File: src/rtl/serial_shift_unit_if.sv
// rtl/serial_shift_unit_if.sv - request/response bundle for the iterative shifter
interface serial_shift_unit_if #(
    parameter int WIDTH   = 32,
    parameter int SHAMT_W = 5
);
    logic               start;
    logic [1:0]         op;
    logic [WIDTH-1:0]   data_in;
    logic [SHAMT_W-1:0] shamt;
    logic               busy;
    logic               done;
    logic [WIDTH-1:0]   result;

    modport master (
        output start,
        output op,
        output data_in,
        output shamt,
        input  busy,
        input  done,
        input  result
    );

    modport slave (
        input  start,
        input  op,
        input  data_in,
        input  shamt,
        output busy,
        output done,
        output result
    );
endinterface

File: src/rtl/serial_shift_unit.sv
// rtl/serial_shift_unit.sv - one-bit-per-cycle sll/srl/sra shifter with start/done handshake
module serial_shift_unit #(
    parameter int WIDTH   = 32,
    parameter int SHAMT_W = 5
) (
    input  logic                clk,
    input  logic                rst_n,
    serial_shift_unit_if.slave  bus
);
    typedef enum logic [1:0] {
        ST_IDLE  = 2'd0,
        ST_SHIFT = 2'd1,
        ST_DONE  = 2'd2
    } state_t;

    localparam logic [1:0] OP_SRL = 2'b01;
    localparam logic [1:0] OP_SRA = 2'b11;

    state_t             state_q, state_d;
    logic [SHAMT_W-1:0] count_q, count_d;
    logic [1:0]         op_q, op_d;
    logic [WIDTH-1:0]   result_q, result_d;
    logic [WIDTH-1:0]   shifted;

    // Reserved op 2'b10 falls through to sll.
    always_comb begin
        unique case (op_q)
            OP_SRL:  shifted = {1'b0, result_q[WIDTH-1:1]};
            OP_SRA:  shifted = {result_q[WIDTH-1], result_q[WIDTH-1:1]};
            default: shifted = {result_q[WIDTH-2:0], 1'b0};
        endcase
    end

    always_comb begin
        state_d  = state_q;
        count_d  = count_q;
        op_d     = op_q;
        result_d = result_q;
        unique case (state_q)
            ST_SHIFT: begin
                result_d = shifted;
                count_d  = count_q - 1'b1;
                if (count_q == SHAMT_W'(1)) begin
                    state_d = ST_DONE;
                end
            end
            default: begin
                // IDLE and DONE both accept, which gives bubble-free back-to-back issue.
                state_d = ST_IDLE;
                if (bus.start) begin
                    result_d = bus.data_in;
                    op_d     = bus.op;
                    count_d  = bus.shamt;
                    state_d  = (bus.shamt != '0) ? ST_SHIFT : ST_DONE;
                end
            end
        endcase
    end

    always_ff @(posedge clk or negedge rst_n) begin
        if (!rst_n) begin
            state_q  <= ST_IDLE;
            count_q  <= '0;
            op_q     <= '0;
            result_q <= '0;
        end else begin
            state_q  <= state_d;
            count_q  <= count_d;
            op_q     <= op_d;
            result_q <= result_d;
        end
    end

    assign bus.busy   = (state_q == ST_SHIFT);
    assign bus.done   = (state_q == ST_DONE);
    assign bus.result = result_q;
endmodule

File: src/flat_wrapper.sv
// flat-port wrapper written by rule: the top's interface ports become plain ports
module serial_shift_unit_flat 
#(
    parameter int WIDTH   = 32,
    parameter int SHAMT_W = 5
)
  (clk, rst_n, bus_start, bus_op, bus_data_in, bus_shamt, bus_busy, bus_done, bus_result);
  serial_shift_unit_if #(.WIDTH(WIDTH), .SHAMT_W(SHAMT_W)) bus_i ();
  input  logic clk;
  input  logic rst_n;
  input wire logic [$bits(bus_i.start)-1:0] bus_start;
  input wire logic [$bits(bus_i.op)-1:0] bus_op;
  input wire logic [$bits(bus_i.data_in)-1:0] bus_data_in;
  input wire logic [$bits(bus_i.shamt)-1:0] bus_shamt;
  output wire logic [$bits(bus_i.busy)-1:0] bus_busy;
  output wire logic [$bits(bus_i.done)-1:0] bus_done;
  output wire logic [$bits(bus_i.result)-1:0] bus_result;
  assign bus_i.start = bus_start;
  assign bus_i.op = bus_op;
  assign bus_i.data_in = bus_data_in;
  assign bus_i.shamt = bus_shamt;
  assign bus_busy = bus_i.busy;
  assign bus_done = bus_i.done;
  assign bus_result = bus_i.result;
  serial_shift_unit #(.WIDTH(WIDTH), .SHAMT_W(SHAMT_W)) u_core (.clk(clk), .rst_n(rst_n), .bus(bus_i));
endmodule
File: config.mk
export PLATFORM = sky130hd
export DESIGN_NAME = serial_shift_unit_flat
export DESIGN_NICKNAME = d
export VERILOG_FILES = /design/src/rtl/serial_shift_unit_if.sv /design/src/rtl/serial_shift_unit.sv /design/src/flat_wrapper.sv
export SDC_FILE = /design/constraint.sdc
export NUM_CORES = 1
export LEC_CHECK = 0
export CAP_MARGIN = 20
export CORE_MARGIN = 5
export CORE_UTILIZATION = 46
export DETAILED_ROUTE_END_ITERATION = 10
export PLACE_DENSITY = 0.8
export SLEW_MARGIN = 20
export SYNTH_ARGS = -nofsm -noshare
export SYNTH_HDL_FRONTEND = slang
export SYNTH_SLANG_ARGS = --single-unit
export TNS_END_PERCENT = 10
File: constraint.sdc
create_clock -name clk -period 1.9 [get_ports clk]
set_input_delay 0.19 -clock clk [delete_from_list [all_inputs] [get_ports clk]]
set_output_delay 0.19 -clock clk [all_outputs]
set_load 0.1 [all_outputs]
# After elaboration in Yosys (flattened, before gate mapping)
# Index checks and enable logic that the tools add are counted.
word_totals:
  ff_bits: 41
  in_bits: 42
  output_inout_bits: 34
  word_cells: 27
classes:
  n_addsub: 1
  n_eq_ne: 7
  muxes: 9
  bitwise: 1
  n_reduce_logical: 4
ops:
  columns: ["cell", "n"]
  rows:
  - ["two-way mux 32 bit", 2]
  - ["one-hot mux 32 bit (2 select lines)", 1]
  - ["two-way mux 5 bit", 2]
  - ["two-way mux 2 bit", 4]
  - ["== test 5 x 1 -> 1 bit (second input constant)", 1]
  - ["nonzero test 5 bit", 1]
  - ["subtractor 5 x 1 -> 5 bit (second input constant)", 1]
  - ["== test 2 x 1 -> 1 bit (second input constant)", 2]
  - ["== test 2 bit (second input constant)", 2]
  - ["AND reduction 2 bit", 2]
  - ["!= test 2 x 1 -> 1 bit (second input constant)", 1]
  - ["!= test 2 bit (second input constant)", 1]
  - ["nonzero test 2 bit", 1]
  - ["inverter 1 bit", 1]

# Longest topological paths before layout
# Gate-level depths: netlist (run 1).
logic_depth:
  ltp_word: 4
  ltp_mapped: 6
  mapped_depth_nobuf: 5

# Least setup slack after synthesis (run 1)
# Ideal clock, no wire load.
synth_path:
  kind: "reg-to-output"
  startpoint: "register u_core.state_q[0]"
  endpoint: "output bus_done"
  arrival_time_ns: 1.748
  t_required_ns: 1.710
  path_slack_ns: -0.038
  stages_incl_launch_ff: 2
  path_buffers: 0
  cell_sequence: "dfrtp_1 nor2b_1"
synth_via:
  elab_chain_len: 1
synth_rtl:
  columns: ["item", "line_no", "rtl"]
  rows:
  - ["from (decl)", "serial_shift_unit.sv:19", "state_t state_q, state_d;"]
  - ["from (signal assigned)", "serial_shift_unit.sv:67", "state_q <= state_d;"]
  - ["== test 2 bit", "serial_shift_unit.sv:75", "assign bus.done = (state_q == ST_DONE);"]
  - ["to (decl)", "flat_wrapper.sv:16", "output wire logic [$bits(bus_i.done)-1:0] bus_done;"]
# No other way between the ends.

# Final worst setup path (run 1)
layout_path:
  startpoint: "register u_core.count_q[0]"
  endpoint: "register u_core.count_q[4]"
layout_via:
  elab_chain_len: 2
layout_rtl:
  columns: ["item", "line_no", "rtl"]
  rows:
  - ["from (decl)", "serial_shift_unit.sv:20", "logic [SHAMT_W-1:0] count_q, count_d;"]
  - ["from (signal assigned)", "serial_shift_unit.sv:68", "count_q <= count_d;"]
  - ["subtractor 5 x 1 -> 5 bit", "serial_shift_unit.sv:42", "count_d = count_q - 1'b1;"]
  - ["two-way mux 5 bit", "serial_shift_unit.sv:39", "unique case (state_q)"]
# No other way between the ends.
# A chain may end at the register's enable or synchronous reset.

==> impl_metrics.env, run 1 <==
export IMPL_die_w_um=81.3
export IMPL_worst_slack_ns=0.303
export IMPL_fin_tns_setup_ns=0
export IMPL_root_buffer="clkbuf_8"
export IMPL_via_count=1968
export IMPL_yosys_top_cells_area="dfrtp_1 (44%), mux2i_1 (15%), a211oi_1 (10%)"
export IMPL_grt_first_pass_wirelength_mm=9.24
export IMPL_synth_seq_cells=41
export IMPL_seq_area_frac_synth_pct=43.9
export IMPL_min_period_ns=1.60
export IMPL_row_count=26
export IMPL_antenna_cells=0
export IMPL_grt_start_max_net_pins=33
export IMPL_r2r_start="u_core.count_q[0]$_DFFE_PN0P_"
export IMPL_finalWeightedCongestion=0.811
export IMPL_worstPathRequired_ns=2.07
export IMPL_synth_area_leader_cell="dfrtp_1"
export IMPL_area_growth_pct=35.3
export IMPL_arrival_ns=1.77
export IMPL_dieArea_mm2=0.00661
export IMPL_yosys_area_share_simple_pct=12.1
export IMPL_clock_fmax_mhz=626
export IMPL_setup_violations=0
export IMPL_final_cells=365
export IMPL_dieHeight_um=81.3
export IMPL_slew_headroom_pct=55.5
export IMPL_outcome="complete, no violations"
export IMPL_hold_viol_final=0
export IMPL_port_buffers=75
export IMPL_dp_hpwl_mm=4.10
export IMPL_ys_warn_count=0
export IMPL_min_period_over_period_pct=84.0
export IMPL_antenna_found_initial=0
export IMPL_grt_usage_pct=17.9
export IMPL_cts_tree="yes"
export IMPL_drive_gt1_share_pct=19.0
export IMPL_rr_endpoint="u_core.count_q[4]$_DFFE_PN0P_"
export IMPL_r2r_worst_path_cells=5
export IMPL_synth_xor_xnor_area_share_pct=0
export IMPL_syn_nets=268
export IMPL_place_ws_ns=0.318
export IMPL_clock_skew_ns=0.0118
export IMPL_slew_violations=0
export IMPL_h_tree_depth=2
export IMPL_grt_overflow=0
export IMPL_cts_sinks=41
export IMPL_core_mm2=0.00501
export IMPL_routed_via_density=5.39
export IMPL_dp_cells=356
export IMPL_synth_most_common_cell="dfrtp_1"
export IMPL_ant_nets=0
export IMPL_clk_pin_slew_ns=0.08
export IMPL_initial_utilization_pct=46.7
export IMPL_drc=0
export IMPL_drv_cap=0
export IMPL_final_nets=338
export IMPL_path_max_fanout=5
export IMPL_grt_pass1_vias=1921
export IMPL_synthAdderAreaFrac_pct=1.07
export IMPL_drt_iter0_drc=103
export IMPL_drt_pass1_iterations=4
export IMPL_synth_top_family_by_area="compound AO/OA/AOI/OAI gates"
export IMPL_wl_per_cell_um=15.4
export IMPL_netlist_area_mm2=0.00234
export IMPL_synth_ff_type="dfrtp_1"
export IMPL_crit_type="reg2reg"
export IMPL_grt_setup_unrepaired="false"
export IMPL_muxShareOfSynthArea_pct=16.6
export IMPL_insertion_delay_ns=0.29
export IMPL_synth_top_cell_area_share_pct=43.9
export IMPL_crit_path_end_kind="flip-flop"
export IMPL_synth_cells=224
export IMPL_avgSynthCellArea_um2=10.4
export IMPL_r2r_slack_ns=0.30
export IMPL_netlist_top_cells_count="dfrtp_1 (41), a21oi_1 (35), mux2i_1 (34)"
export IMPL_worst_pin_slew_ns=0.667
export IMPL_synthArstFlopShare_pct=100
export IMPL_pin_count=76
export IMPL_ys_types=33
export IMPL_clockBufferDepth=2
export IMPL_synth_edf_count=0
export IMPL_startpoint_type="flip-flop"
export IMPL_hold_class="in2async"
export IMPL_routed_wl_mm=5.61
export IMPL_cts_buffers=5
export IMPL_synth_compound_area_share_pct=20.1
export IMPL_cts_resized=0
==> critical path, stage by stage (launching register included) <==
cell and delay, ns:
dfrtp_1 0.43, inv_1 0.08, ha_1 0.18, or3b_1 0.36
or3_1 0.31, o221a_2 0.13
==> sequential cells by signal, indices dropped and copies added, names as in the netlist <==
register           flops
u_core.op_q            2
u_core.state_q         2
u_core.count_q         5
u_core.bus.result     32
==> how the worst max path moves through the flow <==
stage                     slack (ns)  cells after the start                         startpoint                                end
after floorplan                 0.38                      3  u_core.bus.result[30]$_DFFE_PN0P_  u_core.bus.result[31]$_DFFE_PN0P_
after global placement          0.38                      5      u_core.count_q[0]$_DFFE_PN0P_      u_core.count_q[4]$_DFFE_PN0P_
after detailed placement        0.32                      5      u_core.count_q[0]$_DFFE_PN0P_      u_core.count_q[4]$_DFFE_PN0P_
after CTS                       0.31                      5      u_core.count_q[0]$_DFFE_PN0P_      u_core.count_q[4]$_DFFE_PN0P_
after global routing            0.23                      5      u_core.count_q[0]$_DFFE_PN0P_      u_core.count_q[4]$_DFFE_PN0P_
final                           0.30                      5      u_core.count_q[0]$_DFFE_PN0P_      u_core.count_q[4]$_DFFE_PN0P_
==> cells in the final DEF, fill, tap and decap left out, drive strengths merged <==
cell type      count
nor3               1
mux2i             34
o21ai              1
ha                 2
or4                1
dlygate4sd3        1
nand3              2
nor2b             31
nand2              4
nor4bb             1
clkdlybuf4s50     39
nand2b             1
or3b               1
buf               42
nor2               1
or3                1
o211a              1
o221a              3
nor4b              1
dfrtp             41
mux2               4
inv                6
clkbuf             8
a21oi             35
o31ai              1
a211oi            31
o22ai              1
==> metrics by stage <==
stage	hold WS [ns]	area [µm²]	util, %
finish	0.463	3160	63.1
global route	0.522	3160	63.1
CTS	0.485	3160	63.1
detailed placement	0.268	3060	61.1
global placement	0.263	3060	61.1
floorplan	-0.106	2340	-
==> logic make-up (layout without fill, tap and decap cells) <==
family / Yosys count / in the layout
buffers and inverters: 25 / 96
adder cells (fa/ha/maj): 2 / 2
flip-flops: 41 / 41
multiplexers: 38 / 38
AO/OA/AOI/OAI: 73 / 73
AND/OR/NAND/NOR: 45 / 45
==> repair_timing <==
action / in CTS / in global routing
endpoints found under the setup margin: 0 / 0
endpoints found under the hold margin: 29 / 0
buffers inserted: 0 / 0
hold buffers: 1 / 0
==> layout make-up <==
cell class	count	area, µm²
Fill cell	463	1850
Multi-Input combinational cell	158	1170
Clock buffer	8	90.1
Tap cell	70	87.6
Timing Repair Buffer	82	761
Sequential cell	41	1030
Inverter	6	27.5
==> metal layers <==
layer | GRT usage, % | routed length, µm
met5 | 0 | 0
met4 | 6.08 | 51
met3 | 3.77 | 323
met2 | 30.2 | 2790
met1 | 22.8 | 2450
Power of run 1 is left out: the tool's default activity adds up to more than one toggle a clock period on the data nets, which glitch-free logic cannot reach.
==> run 2: changes to the inputs <==
Clock period 1.9 ns to 1.55 ns, I/O delays scaled along.
==> impl_metrics.env, run 2 (synthesized netlist as in run 1, its figures left out) <==
export IMPL_clock_fmax_mhz=652
export IMPL_critical_path_top_delay_family="simple AND/OR/NAND/NOR gates"
export IMPL_worstPathRequired_ns=1.72
export IMPL_fin_tns_setup_ns=0
export IMPL_largest_reg_flops=32
export IMPL_place_ws_ns=-0.0220
export IMPL_grt_first_pass_wirelength_mm=9.29
export IMPL_drt_iter0_drc=74
export IMPL_r2r_slack_ns=0.02
export IMPL_startpoint_type="flip-flop"
export IMPL_rr_endpoint="u_core.count_q[4]$_DFFE_PN0P_"
export IMPL_grt_busiest_layer="met2"
export IMPL_drc=0
export IMPL_final_cells=369
export IMPL_hold_class="in2async"
export IMPL_cts_buffers=5
export IMPL_crit_chain="inv_2 -> ha_4 -> or3b_4 -> or3_1 -> o221a_2"
export IMPL_ant_nets=0
export IMPL_finish_utilization_pct=72.5
export IMPL_outcome="complete, no violations"
export IMPL_insertion_delay_ns=0.29
export IMPL_pin_count=76
export IMPL_row_count=26
export IMPL_max_stage_delay_ns=0.40
export IMPL_critical_path_slowest_cell="dfrtp_1"
export IMPL_drive_gt1_share_pct=21.4
export IMPL_hold_viol_final=0
export IMPL_path_buf_inv=1
export IMPL_antenna_cells=0
export IMPL_finalWeightedCongestion=0.798
export IMPL_dp_cells=357
export IMPL_cts_tree="yes"
export IMPL_min_period_ns=1.53
export IMPL_drv_cap=0
export IMPL_r2r_start="u_core.count_q[1]$_DFFE_PN0P_"
export IMPL_drt_pass1_iterations=4
export IMPL_slew_violations=0
export IMPL_via_count=1988
export IMPL_grt_setup_unrepaired="true"
export IMPL_clockBufferDepth=2
export IMPL_clock_skew_ns=0.00811
export IMPL_cp_depth=5
export IMPL_grt_start_max_net_pins=64
export IMPL_setup_violations=0
export IMPL_layout_common_cells="dfrtp_1 (40), clkdlybuf4s50_1 (39), buf_12 (38)"
export IMPL_mostFrequentLayoutCell="dfrtp_1"
export IMPL_met1_usage_pct=22.9
export IMPL_grt_pass1_vias=1956
export IMPL_worst_slack_ns=0.0174
export IMPL_dieArea_mm2=0.00661
export IMPL_initial_utilization_pct=46.7
export IMPL_crit_end="u_core.count_q[4]$_DFFE_PN0P_"
export IMPL_core_mm2=0.00501
export IMPL_crit_type="reg2reg"
export IMPL_grtUsageMet2_pct=28.7
export IMPL_slew_headroom_pct=67.6
export IMPL_die_w_um=81.3
export IMPL_dieHeight_um=81.3
export IMPL_final_nets=342
export IMPL_setup_worst_path_start="u_core.count_q[1]$_DFFE_PN0P_"
export IMPL_wl_per_cell_um=15.4
export IMPL_min_period_over_period_pct=98.9
export IMPL_routed_wl_mm=5.70
export IMPL_arrival_ns=1.71
export IMPL_crit_path_end_kind="flip-flop"
export IMPL_grt_overflow=0
export IMPL_routed_via_density=5.39
export IMPL_r2r_worst_path_cells=5
export IMPL_area_growth_pct=55.4
export IMPL_fillers=378
export IMPL_dp_hpwl_mm=4.18
export IMPL_path_max_fanout=3
export IMPL_worst_pin_slew_ns=0.479
export IMPL_clk_pin_slew_ns=0.07
export IMPL_antenna_found_initial=0
export IMPL_cts_sinks=41
export IMPL_root_buffer="clkbuf_8"
export IMPL_h_tree_depth=2
export IMPL_port_buffers=75
export IMPL_gr_usage_met3_pct=4.99
export IMPL_grt_usage_pct=18.2
run 2: metal layers:
layer,share of wire (%),vias to the layer above,routed length (µm)
met5,0,-,0
met4,2.4,0,138
met3,6.1,13,346
met2,48,57,2740
met1,43,937,2480
li1,-,981,-
run 2: cell type report:
cell class	count	area, µm²	area share [%]
multi-input combinational	158	1180	32.6
inverter	6	27.5	0.758
timing repair buffer	86	1220	33.5
clock buffer	8	90.1	2.48
sequential	41	1030	28.3
tap	70	87.6	2.41
run 2: stage by stage:
step                      cell area (µm²)  hold WS [ns]
final                                3630         0.352
after global routing                 3630         0.395
after CTS                            3610         0.358
after detailed placement             3500         0.140
after global placement               3500         0.137
after floorplan                      2340        -0.141
run 2: worst min-delay path by stage:
stage | start | end | slack [ns]
detailed placement | rst_n | u_core.bus.result[2]$_DFFE_PN0P_ | 0.14
finish | rst_n | u_core.bus.result[2]$_DFFE_PN0P_ | 0.35
CTS | bus_start | u_core.bus.result[23]$_DFFE_PN0P_ | 0.36
global route | rst_n | u_core.bus.result[2]$_DFFE_PN0P_ | 0.40
floorplan | rst_n | u_core.bus.result[0]$_DFFE_PN0P_ | -0.14
global placement | rst_n | u_core.bus.result[3]$_DFFE_PN0P_ | 0.14
run 2: worst register-to-register path, delay by kind of cell, from the launching register on:
kind	cells	cell delay [ns]
simple gates	2	0.68
fa+ha+maj	1	0.13
buf+inv	1	0.09
compound gates	1	0.13
flops	1	0.40
run 2: repair_timing:
action | in CTS | in global routing
endpoints found under the hold margin | 19 | 0
hold buffers | 1 | 0
setup buffers | 2 | 1
setup endpoints to repair | 1 | 1
gates resized for setup | 2 | 3
Power of run 2 is left out for the same reason.
==> run 3: changes to the inputs <==
Settings changed: ABC_AREA set to 1, CORE_UTILIZATION 46 to 47, PLACE_DENSITY 0.8 to 0.81.
==> impl_metrics.env, run 3 <==
export IMPL_startpoint_type="flip-flop"
export IMPL_netlist_area_mm2=0.00241
export IMPL_holdWs_ns=0.349
export IMPL_drt_iter0_drc=169
export IMPL_grt_overflow=0
export IMPL_fin_tns_setup_ns=0
export IMPL_h_tree_depth=2
export IMPL_grt_setup_unrepaired="false"
export IMPL_grt_usage_pct=21.1
export IMPL_dieHeight_um=81.6
export IMPL_cts_tree="yes"
export IMPL_min_period_ns=1.45
export IMPL_dieArea_mm2=0.00665
export IMPL_syn_nets=400
export IMPL_clk_pin_slew_ns=0.08
export IMPL_synth_cells=356
export IMPL_synth_ff_type="dfrtp_1"
export IMPL_pin_count=76
export IMPL_insertion_delay_ns=0.29
export IMPL_arrival_ns=1.29
export IMPL_ys_types=17
export IMPL_dp_hpwl_mm=4.97
export IMPL_die_w_um=81.6
export IMPL_crit_path_end_kind="output port"
export IMPL_crit_type="reg2out"
export IMPL_clockBufferDepth=2
export IMPL_routed_wl_mm=6.76
export IMPL_finalWeightedCongestion=0.817
export IMPL_drc=0
export IMPL_synthArstFlopShare_pct=100
export IMPL_drt_pass1_iterations=4
export IMPL_hold_class="in2async"
export IMPL_outcome="complete, no violations"
export IMPL_synth_edf_count=0
export IMPL_ys_warn_count=0
export IMPL_worstPathRequired_ns=1.39
export IMPL_setup_violations=0
export IMPL_clock_fmax_mhz=692
export IMPL_cts_sinks=41
export IMPL_grt_start_max_net_pins=32
export IMPL_drv_cap=0
export IMPL_final_nets=474
export IMPL_ant_nets=0
export IMPL_register_area_mm2=0.00103
export IMPL_synth_top_cell_area_share_pct=42.6
export IMPL_layout_common_cells="nand2_1 (101), inv_1 (43), dfrtp_1 (41)"
export IMPL_seq_area_frac_synth_pct=42.6
export IMPL_fillers=392
export IMPL_initial_utilization_pct=47.7
export IMPL_path_max_fanout=25
export IMPL_row_count=26
export IMPL_antenna_found_initial=0
export IMPL_area_growth_pct=52.8
export IMPL_synth_area_leader_cell="dfrtp_1"
export IMPL_yosys_top_cells_area="dfrtp_1 (43%), nand2_1 (16%), nand3_1 (7.9%)"
export IMPL_synth_seq_cells=41
export IMPL_cts_buffers=5
export IMPL_synth_most_common_cell="nand2_1"
export IMPL_netlist_top_cells_count="nand2_1 (101), inv_1 (43), dfrtp_1 (41)"
export IMPL_slew_headroom_pct=65.2
export IMPL_root_buffer="clkbuf_8"
export IMPL_grt_pass1_vias=2458
export IMPL_drive_gt1_share_pct=13.7
export IMPL_core_mm2=0.00504
export IMPL_routed_via_density=5.07
export IMPL_min_period_over_period_pct=93.2
export IMPL_port_buffers=75
export IMPL_worst_pin_slew_ns=0.521
export IMPL_largest_reg_flops=32
export IMPL_grt_first_pass_wirelength_mm=10.9
export IMPL_multiInputGateArea_mm2=0.00110
export IMPL_clock_skew_ns=0.00623
export IMPL_antenna_cells=0
export IMPL_hold_viol_final=0
export IMPL_avgSynthCellArea_um2=6.76
export IMPL_mostFrequentLayoutCell="nand2_1"
export IMPL_wl_per_cell_um=13.5
export IMPL_via_count=2538
export IMPL_slew_violations=0
-- run 3: changes by cell type in the layout (fill, tap and decap cells not counted), moves of 2 or more --
cell / before / now
nand2_1: 4 / 101
nor2b_1: 30 / 0
nor2_1: 1 / 35
nand3_1: 2 / 38
o221a_1: 2 / 0
o21ai_0: 1 / 35
buf_4: 6 / 10
mux2i_1: 34 / 0
clkinv_2: 0 / 2
a211oi_1: 31 / 0
a21oi_1: 35 / 33
inv_1: 3 / 43
buf_12: 38 / 36
mux2_2: 2 / 0
-- run 3: critical path: stages, from the launching register on --
cell	delay, ns
dfrtp_1	0.36
inv_1	0.13
nand2_4	0.07
inv_2	0.08
buf_12	0.16
buf_12	0.18
-- run 3: stage by stage --
step / util, % / instances / setup WS, ns / cell area, µm²
floorplan: - / 356 / 0.0960 / 2410
global placement: 70.9 / 491 / 0.186 / 3570
detailed placement: 70.9 / 491 / 0.141 / 3570
CTS: 73.0 / 501 / 0.0931 / 3680
global route: 73.0 / 501 / 0.0331 / 3680
finish: 73.0 / 501 / 0.105 / 3680
-- run 3: metal layers --
metal  routed length (µm)  track usage [%]  share of wire [%]
met1                 2770             25.5                 41
met2                 3490             37.7                 52
met3                  450             4.61                6.7
met4                   53             5.41               0.78
met5                    0                0                  0
-- run 3: kinds of logic after synthesis --
kind of cell,count (synthesis),synth area share [%]
simple gates,178,30.1
compound gates,69,14.3
buf+inv,66,11.9
flops,41,42.6
fa+ha+maj,2,1.04
-- run 3: worst paths after layout --
| path | start | end | slack, ns | depth (start not counted) |
|---|---|---|---|---|
| max in group asynchronous | rst_n | u_core.count_q[3]$_DFFE_PN0P_ | 0.72 | 3 |
| worst min-delay path | rst_n | u_core.bus.result[28]$_DFFE_PN0P_ | 0.35 | 2 |
| min in group clk | bus_op[1] | u_core.op_q[1]$_DFFE_PN0P_ | 0.42 | 3 |
| worst min register to register | u_core.op_q[1]$_DFFE_PN0P_ | u_core.op_q[1]$_DFFE_PN0P_ | 0.52 | 2 |
| worst max-delay path | u_core.state_q[1]$_DFFE_PN0P_ | bus_busy | 0.10 | 5 |
| worst max register to register | u_core.state_q[1]$_DFFE_PN0P_ | u_core.op_q[0]$_DFFE_PN0P_ | 0.17 | 7 |
-- run 3: layout make-up --
cell class	count	share of cell area [%]
Sequential cell	41	27.9
Inverter	45	4.59
Clock buffer	6	1.97
Timing Repair Buffer	88	32.9
Tap cell	70	2.38
Multi-Input combinational cell	249	30.0
Clock inverter	2	0.272
-- run 3: timing repair --
| action | 4_1_cts | 5_1_grt |
|---|---|---|
| setup buffers | 1 | 0 |
| resized for setup | 1 | 0 |
| hold endpoints to repair | 18 | 0 |
| hold buffers | 1 | 0 |
| endpoints found under the setup margin | 1 | 0 |
Power of run 3 is left out for the same reason.
